`src/rtl/usb_rx_bit_timer.sv`:
```
// usb_rx_bit_timer
// Receive-side bit-timing recovery for the USB full-speed receiver.
// A phase counter restarts at 0 on every falling edge of D+ (d_edge).
// It otherwise free-runs modulo CLKS_PER_BIT, so transmitter/receiver
// clock drift is absorbed. The block produces a mid-bit shift strobe and
// a one-cycle byte pulse after every 8 non-stuffed bits.

module usb_rx_bit_timer #(
    parameter int unsigned CLKS_PER_BIT = 8,  // clk cycles per bit cell, 4..16
    parameter int unsigned SAMPLE_POINT = 3   // strobe phase, 1..CLKS_PER_BIT-1
) (
    input  logic clk,
    input  logic n_rst,
    input  logic d_edge,
    input  logic rcving,
    input  logic stuff,
    output logic shift_enable,
    output logic byte_received
);

    localparam int unsigned CNT_W = $clog2(CLKS_PER_BIT);

    localparam logic [CNT_W-1:0] LAST_PHASE   = CNT_W'(CLKS_PER_BIT - 1);
    localparam logic [CNT_W-1:0] SAMPLE_PHASE = CNT_W'(SAMPLE_POINT);
    localparam logic [CNT_W-1:0] PHASE_ONE    = CNT_W'(1);

    logic [CNT_W-1:0] cnt_q, cnt_d;
    logic [CNT_W-1:0] eff_phase;
    logic [2:0]       bit_cnt_q, bit_cnt_d;
    logic             byte_received_q, byte_received_d;

    // Sample strobe: the phase counter is idle-cleared, so qualifying with
    // rcving keeps the strobe low in idle and during reset. An edge cycle is
    // phase 0 by definition, so any strobe pending in that cycle is dropped.
    assign shift_enable  = rcving & ~d_edge & (cnt_q == SAMPLE_PHASE);
    assign byte_received = byte_received_q;

    // Next-state logic for phase, bit count and the byte pulse.
    always_comb begin
        // NOTE: every signal gets a default before any branch so no path
        // leaves it unassigned, which would otherwise infer a latch.
        cnt_d           = '0;
        bit_cnt_d       = '0;
        byte_received_d = 1'b0;
        eff_phase       = d_edge ? '0 : cnt_q;

        if (rcving) begin
            // Edge restarts the bit cell; otherwise continue from the held phase.
            cnt_d = (eff_phase == LAST_PHASE) ? '0 : (eff_phase + PHASE_ONE);

            // Stuffed bits are shifted by the decoder but never counted.
            bit_cnt_d = bit_cnt_q;
            if (shift_enable && !stuff) begin
                bit_cnt_d = bit_cnt_q + 3'd1;
            end

            // Registered so the pulse trails the 8th strobe by one cycle,
            // after the shift register has captured bit 7.
            byte_received_d = shift_enable & ~stuff & (bit_cnt_q == 3'd7);
        end
    end

    // State registers with asynchronous active-low reset.
    always_ff @(posedge clk or negedge n_rst) begin
        if (!n_rst) begin
            cnt_q           <= '0;
            bit_cnt_q       <= '0;
            byte_received_q <= 1'b0;
        end else begin
            // NOTE: non-blocking assignments so every flop samples the values
            // computed before this edge, independent of statement order.
            cnt_q           <= cnt_d;
            bit_cnt_q       <= bit_cnt_d;
            byte_received_q <= byte_received_d;
        end
    end

endmodule

```
`config.mk`:
```
export PLATFORM = sky130hd
export DESIGN_NAME = usb_rx_bit_timer
export DESIGN_NICKNAME = d
export VERILOG_FILES = /design/src/rtl/usb_rx_bit_timer.sv
export SDC_FILE = /design/constraint.sdc
export NUM_CORES = 1
export LEC_CHECK = 0
export BUFFER_PORTS_ARGS = -buffer_cell sky130_fd_sc_hd__buf_4
export CAP_MARGIN = 20
export CORE_AREA = 2 2 39 41
export DETAILED_ROUTE_END_ITERATION = 12
export DIE_AREA = 0 0 41 43
export HOLD_SLACK_MARGIN = 0.02
export RECOVER_POWER = 50
export SETUP_SLACK_MARGIN = 0.5
export SLEW_MARGIN = 20
export SYNTH_ARGS = -nofsm -noshare
export SYNTH_HDL_FRONTEND = slang
export SYNTH_SLANG_ARGS = --single-unit
```
`constraint.sdc`:
```
create_clock -name clk -period 2.61 [get_ports clk]
set_clock_uncertainty 0.1 [all_clocks]
set_input_delay 0.522 -clock clk [delete_from_list [all_inputs] [get_ports clk]]
set_output_delay 0.522 -clock clk [all_outputs]
set_load 0.005 [all_outputs]
```
Yosys cells after proc, flatten, opt, wreduce, memory -nomap -nowiden
Cells that the tools add are included.
{"block": "totals", "ff_bits": 7, "inputBits": 5, "output_inout_bits": 2}
{"block": "classes", "addsub": 2, "eq_ne": 4, "mux": 6, "n_bitwise": 6, "n_reduce_logical": 2}
{"operator": "$mux 3", "n": 5}
{"operator": "$add 3x1->3 const B", "n": 2}
{"operator": "$eq 3x3->1 const B", "n": 2}
{"operator": "$and 1x1->1", "n": 4}
{"operator": "$eq 3x2->1 const B", "n": 1}
{"operator": "$ne 2x1->1 const B", "n": 1}
{"operator": "$not 1->1", "n": 2}
{"operator": "$logic_and 1x1->1", "n": 1}
{"operator": "$logic_not 1->1", "n": 1}
{"operator": "$mux 1", "n": 1}

Logic depth before layout (Yosys ltp)
Gate-level depths: netlist of run 1.
{"block": "depth", "depth_word": 6, "mapped_depth": 4, "ltp_nobuf": 4}

Worst setup path after synthesis of run 1
No wires, ideal clock.
{"block": "synth_timing", "path_kind": "in2out", "start": "input port rcving", "end": "output port shift_enable", "arrival_ps": 855, "path_slack_ps": 1133, "path_stages": 2, "path_buffers": 0, "cell_sequence": "and2b_4 -> and3_1"}
{"block": "synth_via", "elab_chain_len": 2}
{"element": "start: declaration", "line": "15", "rtl": "input logic rcving,"}
{"element": "$and 1x1->1 (2 in series)", "line": "35", "rtl": "assign shift_enable = rcving & ~d_edge & (cnt_q == SAMPLE_PHASE);"}
{"element": "end: declaration", "line": "17", "rtl": "output logic shift_enable,"}
Every way passes these cells.

Final worst setup path of run 1
{"block": "layout_timing", "start": "register cnt_q[2]", "end": "output port shift_enable"}
{"block": "layout_via", "elab_chain_len": 2}
{"element": "start: declaration", "line": "27", "rtl": "logic [CNT_W-1:0] cnt_q, cnt_d;"}
{"element": "start signal: assignment", "line": "72", "rtl": "cnt_q <= cnt_d;"}
{"element": "$eq 3x2->1", "line": "35"}
{"element": "$and 1x1->1", "line": "35"}
Every way passes these cells.

==> impl_metrics.csv, run 1 <==
group,metric,value,unit
run_status,outcome,"finished clean",
detailed_routing,detail_route.wl_per_cell,10.7,um
yosys,synthAdderAreaFrac,10.5,%
detailed_routing,ant_nets,0,
yosys,synth_area,358,um^2
clocking,cts_tree,"built",
critical_path,slowest_delay,0.37,ns
yosys,ys.warnings.count,0,
clocking,root_buffer,"clkbuf_4",
sta,rsz0062_at_grt,"no",
final_layout,most-common-layout-cells,"7 x dfrtp_1, 5 x buf_4",
sta,hold_violations,0,
detailed_routing,avgViaCountPerCell,4.02,
clocking,hold_buffers,1,
placed_design,dp_hpwl,481,um
final_layout,syn2layout_area_growth,26.9,%
yosys,synth_top_family_by_area,"simple AND/OR/NAND/NOR gates",
critical_path,cp.arrival,1.14,ns
detailed_routing,wl,609,um
critical_path,ff2ff_path_depth,4,
critical_path,crit_path_end_kind,"output port",
placed_design,placed_cell_area,423,um^2
final_layout,drive_gt1_share,24.4,%
grt,grt_start_max_net_pins,8,
sta,finalCritPeriodShare,67.7,%
worst_hold_path,hold_path.class,"flop to flop",
sta,slew_violations,0,
critical_path,start_kind,"flop",
power_and_ir_drop,total_leakage_power,0.000258,uW
grt,grtUsageTotal,9.20,%
clocking,cts_sinks,7,
yosys,synth_nets,38,
floorplan,ios,7,
yosys,yosys.area_share.simple,26.6,%
power_and_ir_drop,vdd_ir_drop_max,146,uV
grt,antenna_found_initial,0,
final_layout,diodes,0,
floorplan,die_h,43,um
critical_path,crit_slowest_cell,"dfrtp_1",
yosys,syn_inst,30,
floorplan,die_area,0.00176,mm^2
yosys,synth_xor_xnor_area_share,2.45,%
critical_path,crit_type,"flop to output port",
detailed_routing,drc,0,
clocking,h-tree-depth,1,
yosys,avgSynthCellArea,11.9,um^2
detailed_routing,drt-pass1-iter-count,1,
grt,grt_pass1_wl,993,um
grt,grt_pass1_vias,247,
final_layout,postLayoutCoreUtil,32.8,%
clocking,cts_inserted_buffers,3,
critical_path,critical_path.top_delay_family,"simple AND/OR/NAND/NOR gates",
clocking,postCtsSetupRepairBufs,0,
sta,layout_setup_ws,0.843,ns
critical_path,cp.buffers_inverters,1,
placed_design,post-place-ws,0.857,ns
clocking,clockBufferDepth,2,
final_layout,final_common_cell,"dfrtp_1",
yosys,synth.yosys.seq_area_share,49.0,%
yosys,synth.mux.area_fraction,8.39,%
critical_path,crit_required,1.99,ns
power_and_ir_drop,powerDensity,506,mW/mm^2
sta,tightest_slew,0.395,ns
final_layout,num-fill-cells,142,
clocking,clk_pin_slew,0.05,ns
critical_path,critical_path.max_fanout,2,
floorplan,row_count,14,
clocking,insertion_delay,0.26,ns
floorplan,core,0.00138,mm^2
sta,tns,0,ns
worst_hold_path,hold_depth,1,
yosys,synth-seq-cells,7,
yosys,synth_cell_type_count,14,
job,maxCapViolCount,0,
sta,finalSetupViolations,0,
critical_path,r2r_slack,1.36,ns
grt,grt_overflow_total,0,
sta,period_minus_slack,1.77,ns
detailed_routing,vias,229,
final_layout,final_cell_area,454,um^2
floorplan,die_w,41,um
worst_hold_path,holdPathEnd,"bit_cnt_q[0]",
worst_hold_path,hp-start,"bit_cnt_q[0]",
critical_path,rr_endpoint,"cnt_q[2]",
yosys,synth_compound_area_share,0,%
critical_path,r2r-start,"cnt_q[0]",
sta,max_freq,0.566,GHz
critical_path,path_cells,"and2b_4 > and3_1 > buf_4",
final_layout,fin_nets,50,
sta,maxSlewHeadroom,73.7,%
placed_design,place.gp.congestion,0.600,
placed_design,portBuffers,6,
floorplan,start_util,25.9,%
clocking,cts-resized-gates,0,
detailed_routing,drt_iter0_drc,0,
[synthesized netlist by cell type]
master    number  area share, %
dfrtp_1        7             49
ha_1           3             10
inv_1          3            3.1
mux2i_1        3            8.4
nand2_1        3            3.1
and2_1         2            3.5
nor2b_1        2            3.5
and2b_2        1            2.4
and2b_4        1            2.8
and3_1         1            1.7
nand2b_1       1            1.7
nand4b_4       1            6.6
nor2_1         1            1.0
xnor2_1        1            2.4
[metal layers]
metal	wire (um)	global-route usage, %	vias up
li1	-	-	119
met1	248	9.21	99
met2	299	14.1	9
met3	46	3.14	2
met4	14	8.00	0
met5	0	0	-
[cell type report]
| class | instances | area (um^2) | share of cell area [%] |
|---|---|---|---|
| sequential | 7 | 175 | 38.6 |
| multi-input combinational | 20 | 170 | 37.5 |
| timing repair buffer | 7 | 51.3 | 11.3 |
| clock buffer | 4 | 26.3 | 5.79 |
| tap | 16 | 20.0 | 4.41 |
| inverter | 3 | 11.3 | 2.48 |
[worst max path at each step]
stage                         from  slack [ns]  cells after the start           end
after global routing      cnt_q[2]        0.78                      3  shift_enable
after CTS                 cnt_q[2]        0.83                      3  shift_enable
after floorplan             rcving        1.13                      2  shift_enable
final                     cnt_q[2]        0.84                      3  shift_enable
after global placement      rcving        0.86                      4  shift_enable
after detailed placement    rcving        0.86                      4  shift_enable
[cells by family (layout without fill, tap and decap cells)]
group	count (synthesis)	in the layout
xor gates and xnor gates	1	1
adders and majority gates	3	3
buffers and inverters	3	14
DFF	7	7
muxes	3	3
and+or+nand+nor	13	13
[report_power, final]
| part | leakage (uW) | internal (uW) | total (uW) | switching, uW |
|---|---|---|---|---|
| Clock | 0.0000150 | 58.5 | 100 | 41.7 |
| Combinational | 0.000147 | 9.24 | 17.3 | 8.05 |
| Sequential | 0.0000955 | 111 | 112 | 1.51 |
[through the flow]
stage | instances | total power [uW] | hold slack (ns)
2_1_floorplan | 30 | 122 | 0.126
3_3_place_gp | 52 | 131 | 0.241
3_5_place_dp | 52 | 132 | 0.241
4_1_cts | 57 | 238 | 0.391
5_1_grt | 57 | 246 | 0.406
6_report | 57 | 230 | 0.388
[registers in the layout, indices dropped and copies added, names as in the netlist]
signal,count
byte_received,1
bit_cnt_q,3
cnt_q,3
No activity file was read; power rests on OpenSTA's default activity.
==> run 2, diff against run 1 <==
clock period = 1.7 ns   (was 2.61 ns; I/O delays follow)
==> run 2 against run 1 <==
Worst hold slack lost 0.13 ns. Routed wire length increased by 3.1%. Final area up 8.0%. Count of clock-buffer cells in the layout did not move. Register-to-register slack lost 0.89 ns. Critical path depth is the same. Die area did not move. Core utilization is 2.6 points higher. Sequential power up 54%. Critical path type unchanged.
==> impl_metrics.csv, run 2 (same netlist as run 1, synthesis figures left out) <==
group,metric,value,unit
run_status,outcome,"finished clean",
final_layout,fin_cells,60,
critical_path,cp.arrival,1.12,ns
grt,grt_pass1_wl,972,um
final_layout,drive_gt1_share,38.6,%
detailed_routing,drt_iter0_drc,0,
sta,slew_violations,0,
clocking,cts_sinks,7,
clocking,h-tree-depth,1,
detailed_routing,detail_route.wl_per_cell,10.5,um
detailed_routing,ant_nets,0,
floorplan,die_area,0.00176,mm^2
sta,tightest_slew,0.387,ns
grt,grt_pass1_vias,252,
job,maxCapViolCount,0,
detailed_routing,drt-pass1-iter-count,1,
grt,antenna_found_initial,0,
detailed_routing,avgViaCountPerCell,4.03,
final_layout,most-common-layout-cells,"7 x dfrtp_1, 6 x buf_4",
worst_hold_path,hp-start,"rcving",
detailed_routing,vias,242,
placed_design,portBuffers,6,
detailed_routing,drc,0,
placed_design,placed_cell_area,425,um^2
sta,hold_violations,0,
clocking,cts_tree,"built",
grt,grtUsageTotal,8.78,%
critical_path,crit_required,1.26,ns
sta,tns,0,ns
clocking,insertion_delay,0.25,ns
placed_design,post-place-ws,0.317,ns
detailed_routing,wl,628,um
floorplan,start_util,25.9,%
critical_path,start_kind,"flop",
critical_path,crit_type,"flop to output port",
clocking,root_buffer,"clkbuf_4",
critical_path,crit_path_end_kind,"output port",
final_layout,final_common_cell,"dfrtp_1",
sta,finalSetupViolations,0,
critical_path,critical_path.max_fanout,2,
placed_design,place.gp.congestion,0.622,
floorplan,die_w,41,um
sta,max_freq,0.641,GHz
placed_design,dp_hpwl,454,um
worst_hold_path,hold_path.class,"input port to flop",
clocking,clockBufferDepth,2,
power_and_ir_drop,total_leakage_power,0.000272,uW
clocking,clk_pin_slew,0.06,ns
sta,rsz0062_at_grt,"yes",
floorplan,die_h,43,um
critical_path,cp-startpoint,"cnt_q[2]",
placed_design,placedCellCount,52,
sta,maxSlewHeadroom,74.2,%
sta,finalCritPeriodShare,91.7,%
sta,period_minus_slack,1.56,ns
floorplan,row_count,14,
power_and_ir_drop,powerDensity,722,mW/mm^2
power_and_ir_drop,vdd_ir_drop_max,265,uV
grt,grt_overflow_total,0,
final_layout,syn2layout_area_growth,37.1,%
clocking,cts_inserted_buffers,3,
final_layout,final_cell_area,490,um^2
floorplan,ios,7,
sta,hold_ws,0.257,ns
critical_path,r2r-start,"cnt_q[0]",
grt,grt_start_max_net_pins,8,
final_layout,fin_nets,53,
sta,layout_setup_ws,0.141,ns
floorplan,core,0.00138,mm^2
final_layout,diodes,0,
[run 2: cell count changes in the layout (fill, tap and decap cells not counted)]
cell,change
and3_1,-1
ha_2,+2
clkbuf_1,+1
nor2b_2,+1
ha_1,-2
buf_4,+1
and2b_1,-1
buf_6,+1
nor2b_1,-1
and2b_2,+1
and3_4,+1
[run 2: worst paths after layout]
kind / to / slack, ns / cells after the start
setup / recovery: shift_enable / 0.14 / 3
hold / removal: cnt_q[1] / 0.26 / 2
setup reg to reg: cnt_q[2] / 0.47 / 4
hold reg to reg: bit_cnt_q[0] / 0.40 / 1
max in group asynchronous: byte_received / 0.80 / 2
min in group asynchronous: cnt_q[1] / 0.42 / 2
[run 2: critical path, cell delays in order, from the launching register on]
cell and delay, ns:
dfrtp_1 0.37, and2b_4 0.25, and3_4 0.17, buf_6 0.08
[run 2: power by group]
part           switching, uW  internal (uW)
clock network           59.6           89.5
logic                   14.5           18.8
registers               1.58            170
total                   75.7            278
[run 2: routing by layer]
| metal | wire (um) | share of wire [%] | GRT usage (%) |
|---|---|---|---|
| met5 | 0 | 0 | 0 |
| met4 | 0 | 0 | 8.00 |
| met3 | 43 | 6.8 | 3.14 |
| met2 | 339 | 54 | 12.5 |
| met1 | 245 | 39 | 9.48 |
[run 2: layout make-up]
type | count | area (um^2)
clock buffer | 4 | 26.3
fill | 145 | 893
inverter | 3 | 11.3
multi-input combinational | 20 | 184
sequential | 7 | 175
tap | 16 | 20.0
timing repair buffer | 10 | 73.8
[run 2: timing repair]
action | 4_1_cts | 5_1_grt
pin swaps | 1 | 1
buffers inserted | 3 | 0
resized for setup | 2 | 3
setup endpoints to repair | 4 | 5
hold buffers | 1 | 0
endpoints found under the hold margin | 7 | 0
[run 2: per-stage QoR]
stage                     power, uW  utilization [%]
after floorplan                 187                -
after global placement          201             30.7
after detailed placement        202             30.7
after CTS                       362             35.4
after global routing            375             35.4
final                           354             35.4
==> run 3, diff against run 2 <==
CAP_MARGIN = 10   (was 20)
PLACE_DENSITY_LB_ADDON = 0.08   (was default)
==> run 3 against run 2 <==
Critical path depth unchanged. Core utilization rose by 0.45 points. Largest cell class is now registers. Cell count grew 1.7%. Critical path type unchanged.
==> impl_metrics.csv, run 3 (same netlist as run 1, synthesis figures left out) <==
group,metric,value,unit
critical_path,slowest_delay,0.37,ns
job,maxCapViolCount,0,
floorplan,start_util,25.9,%
sta,tns,0,ns
critical_path,critical_path.max_fanout,2,
critical_path,cp-startpoint,"cnt_q[2]",
power_and_ir_drop,powerDensity,726,mW/mm^2
clocking,h-tree-depth,1,
sta,finalCritPeriodShare,91.3,%
critical_path,crit_type,"flop to output port",
clocking,insertion_delay,0.25,ns
power_and_ir_drop,total_leakage_power,0.000288,uW
detailed_routing,detail_route.wl_per_cell,10.7,um
floorplan,die_area,0.00176,mm^2
floorplan,core,0.00138,mm^2
grt,grt_overflow_total,0,
critical_path,r2r_slack,0.49,ns
power_and_ir_drop,total_power,360,uW
clocking,cts_tree,"built",
worst_hold_path,hold_path.class,"input port to flop",
placed_design,placedCellCount,52,
clocking,cts_inserted_buffers,3,
grt,antenna_found_initial,0,
detailed_routing,vias,258,
detailed_routing,drc,0,
floorplan,die_w,41,um
grt,grt_pass1_wl,1120,um
critical_path,path_cells,"and2b_4 > and3_1 > buf_4",
sta,tightest_slew,0.388,ns
detailed_routing,wl,652,um
sta,max_freq,0.644,GHz
worst_hold_path,hp-start,"rcving",
detailed_routing,drt-pass1-iter-count,2,
sta,rsz0062_at_grt,"yes",
final_layout,fin_cells,61,
sta,slew_violations,0,
final_layout,fin_nets,54,
placed_design,dp_hpwl,477,um
floorplan,die_h,43,um
critical_path,crit_path_end_kind,"output port",
critical_path,crit_required,1.26,ns
final_layout,drive_gt1_share,35.6,%
detailed_routing,drt_iter0_drc,2,
final_layout,syn2layout_area_growth,38.8,%
clocking,cts_sinks,7,
placed_design,portBuffers,6,
run_status,outcome,"finished clean",
clocking,clk_pin_slew,0.05,ns
grt,grt_start_max_net_pins,8,
clocking,root_buffer,"clkbuf_4",
placed_design,place.gp.congestion,0.551,
floorplan,row_count,14,
critical_path,crit_slowest_cell,"dfrtp_1",
sta,maxSlewHeadroom,74.1,%
final_layout,most-common-layout-cells,"7 x dfrtp_1, 7 x buf_4",
critical_path,start_kind,"flop",
power_and_ir_drop,vdd_ir_drop_max,244,uV
sta,period_minus_slack,1.55,ns
clocking,clockBufferDepth,2,
grt,grtUsageTotal,10.0,%
critical_path,r2r-start,"cnt_q[0]",
floorplan,ios,7,
critical_path,cp.arrival,1.11,ns
final_layout,diodes,0,
detailed_routing,avgViaCountPerCell,4.23,
detailed_routing,ant_nets,0,
sta,hold_violations,0,
sta,finalSetupViolations,0,
grt,grt_pass1_vias,283,
[run 3: metrics by stage]
stage / area [um^2] / hold slack, ns / worst slack (ns) / utilization [%]
6_report: 497 / 0.244 / 0.148 / 35.9
5_1_grt: 497 / 0.253 / 0.0974 / 35.9
4_1_cts: 487 / 0.250 / 0.141 / 35.2
3_5_place_dp: 425 / 0.0615 / 0.318 / 30.7
3_3_place_gp: 425 / 0.0578 / 0.320 / 30.7
2_1_floorplan: 360 / -0.0556 / 0.495 / -
[run 3: metal layers]
layer,up-vias,wire length [um],track usage (%)
met5,-,0,0
met4,0,30,10.0
met3,5,53,2.09
met2,8,317,14.7
met1,119,251,10.9
li1,126,-,-
[run 3: path summary, 6_finish.rpt]
path                       cells after the start            end
min in group asynchronous                      2       cnt_q[1]
setup reg to reg                               4       cnt_q[2]
hold / removal                                 2       cnt_q[2]
max in group asynchronous                      2  byte_received
hold reg to reg                                1   bit_cnt_q[0]
setup / recovery                               3   shift_enable
[run 3: layout make-up]
type	instances	area, um^2
inverters	3	11.3
clock buffers	4	26.3
repair buffers	11	88.8
multi-input cells	20	175
flip-flops and latches	7	175
well taps	16	20.0
fillers	153	887
[run 3: repair_timing]
item,CTS,global route
setup endpoints to repair,3,8
endpoints found under the hold margin,7,0
pin swaps,0,1
setup buffers,3,1
hold buffers,1,0
resized for setup,1,2
cloned,0,0
[run 3: critical path, delay by kind of cell, from the launching register on]
family	cells	cell delay [ns]
AND/OR/NAND/NOR	2	0.39
buffers and inverters	1	0.10
flip-flops	1	0.37
[run 3: power breakdown]
group          switching [uW]  internal, uW  total (uW)
Clock                    64.2          89.8         154
Combinational            14.4          20.2        34.6
Sequential               1.63           170         172
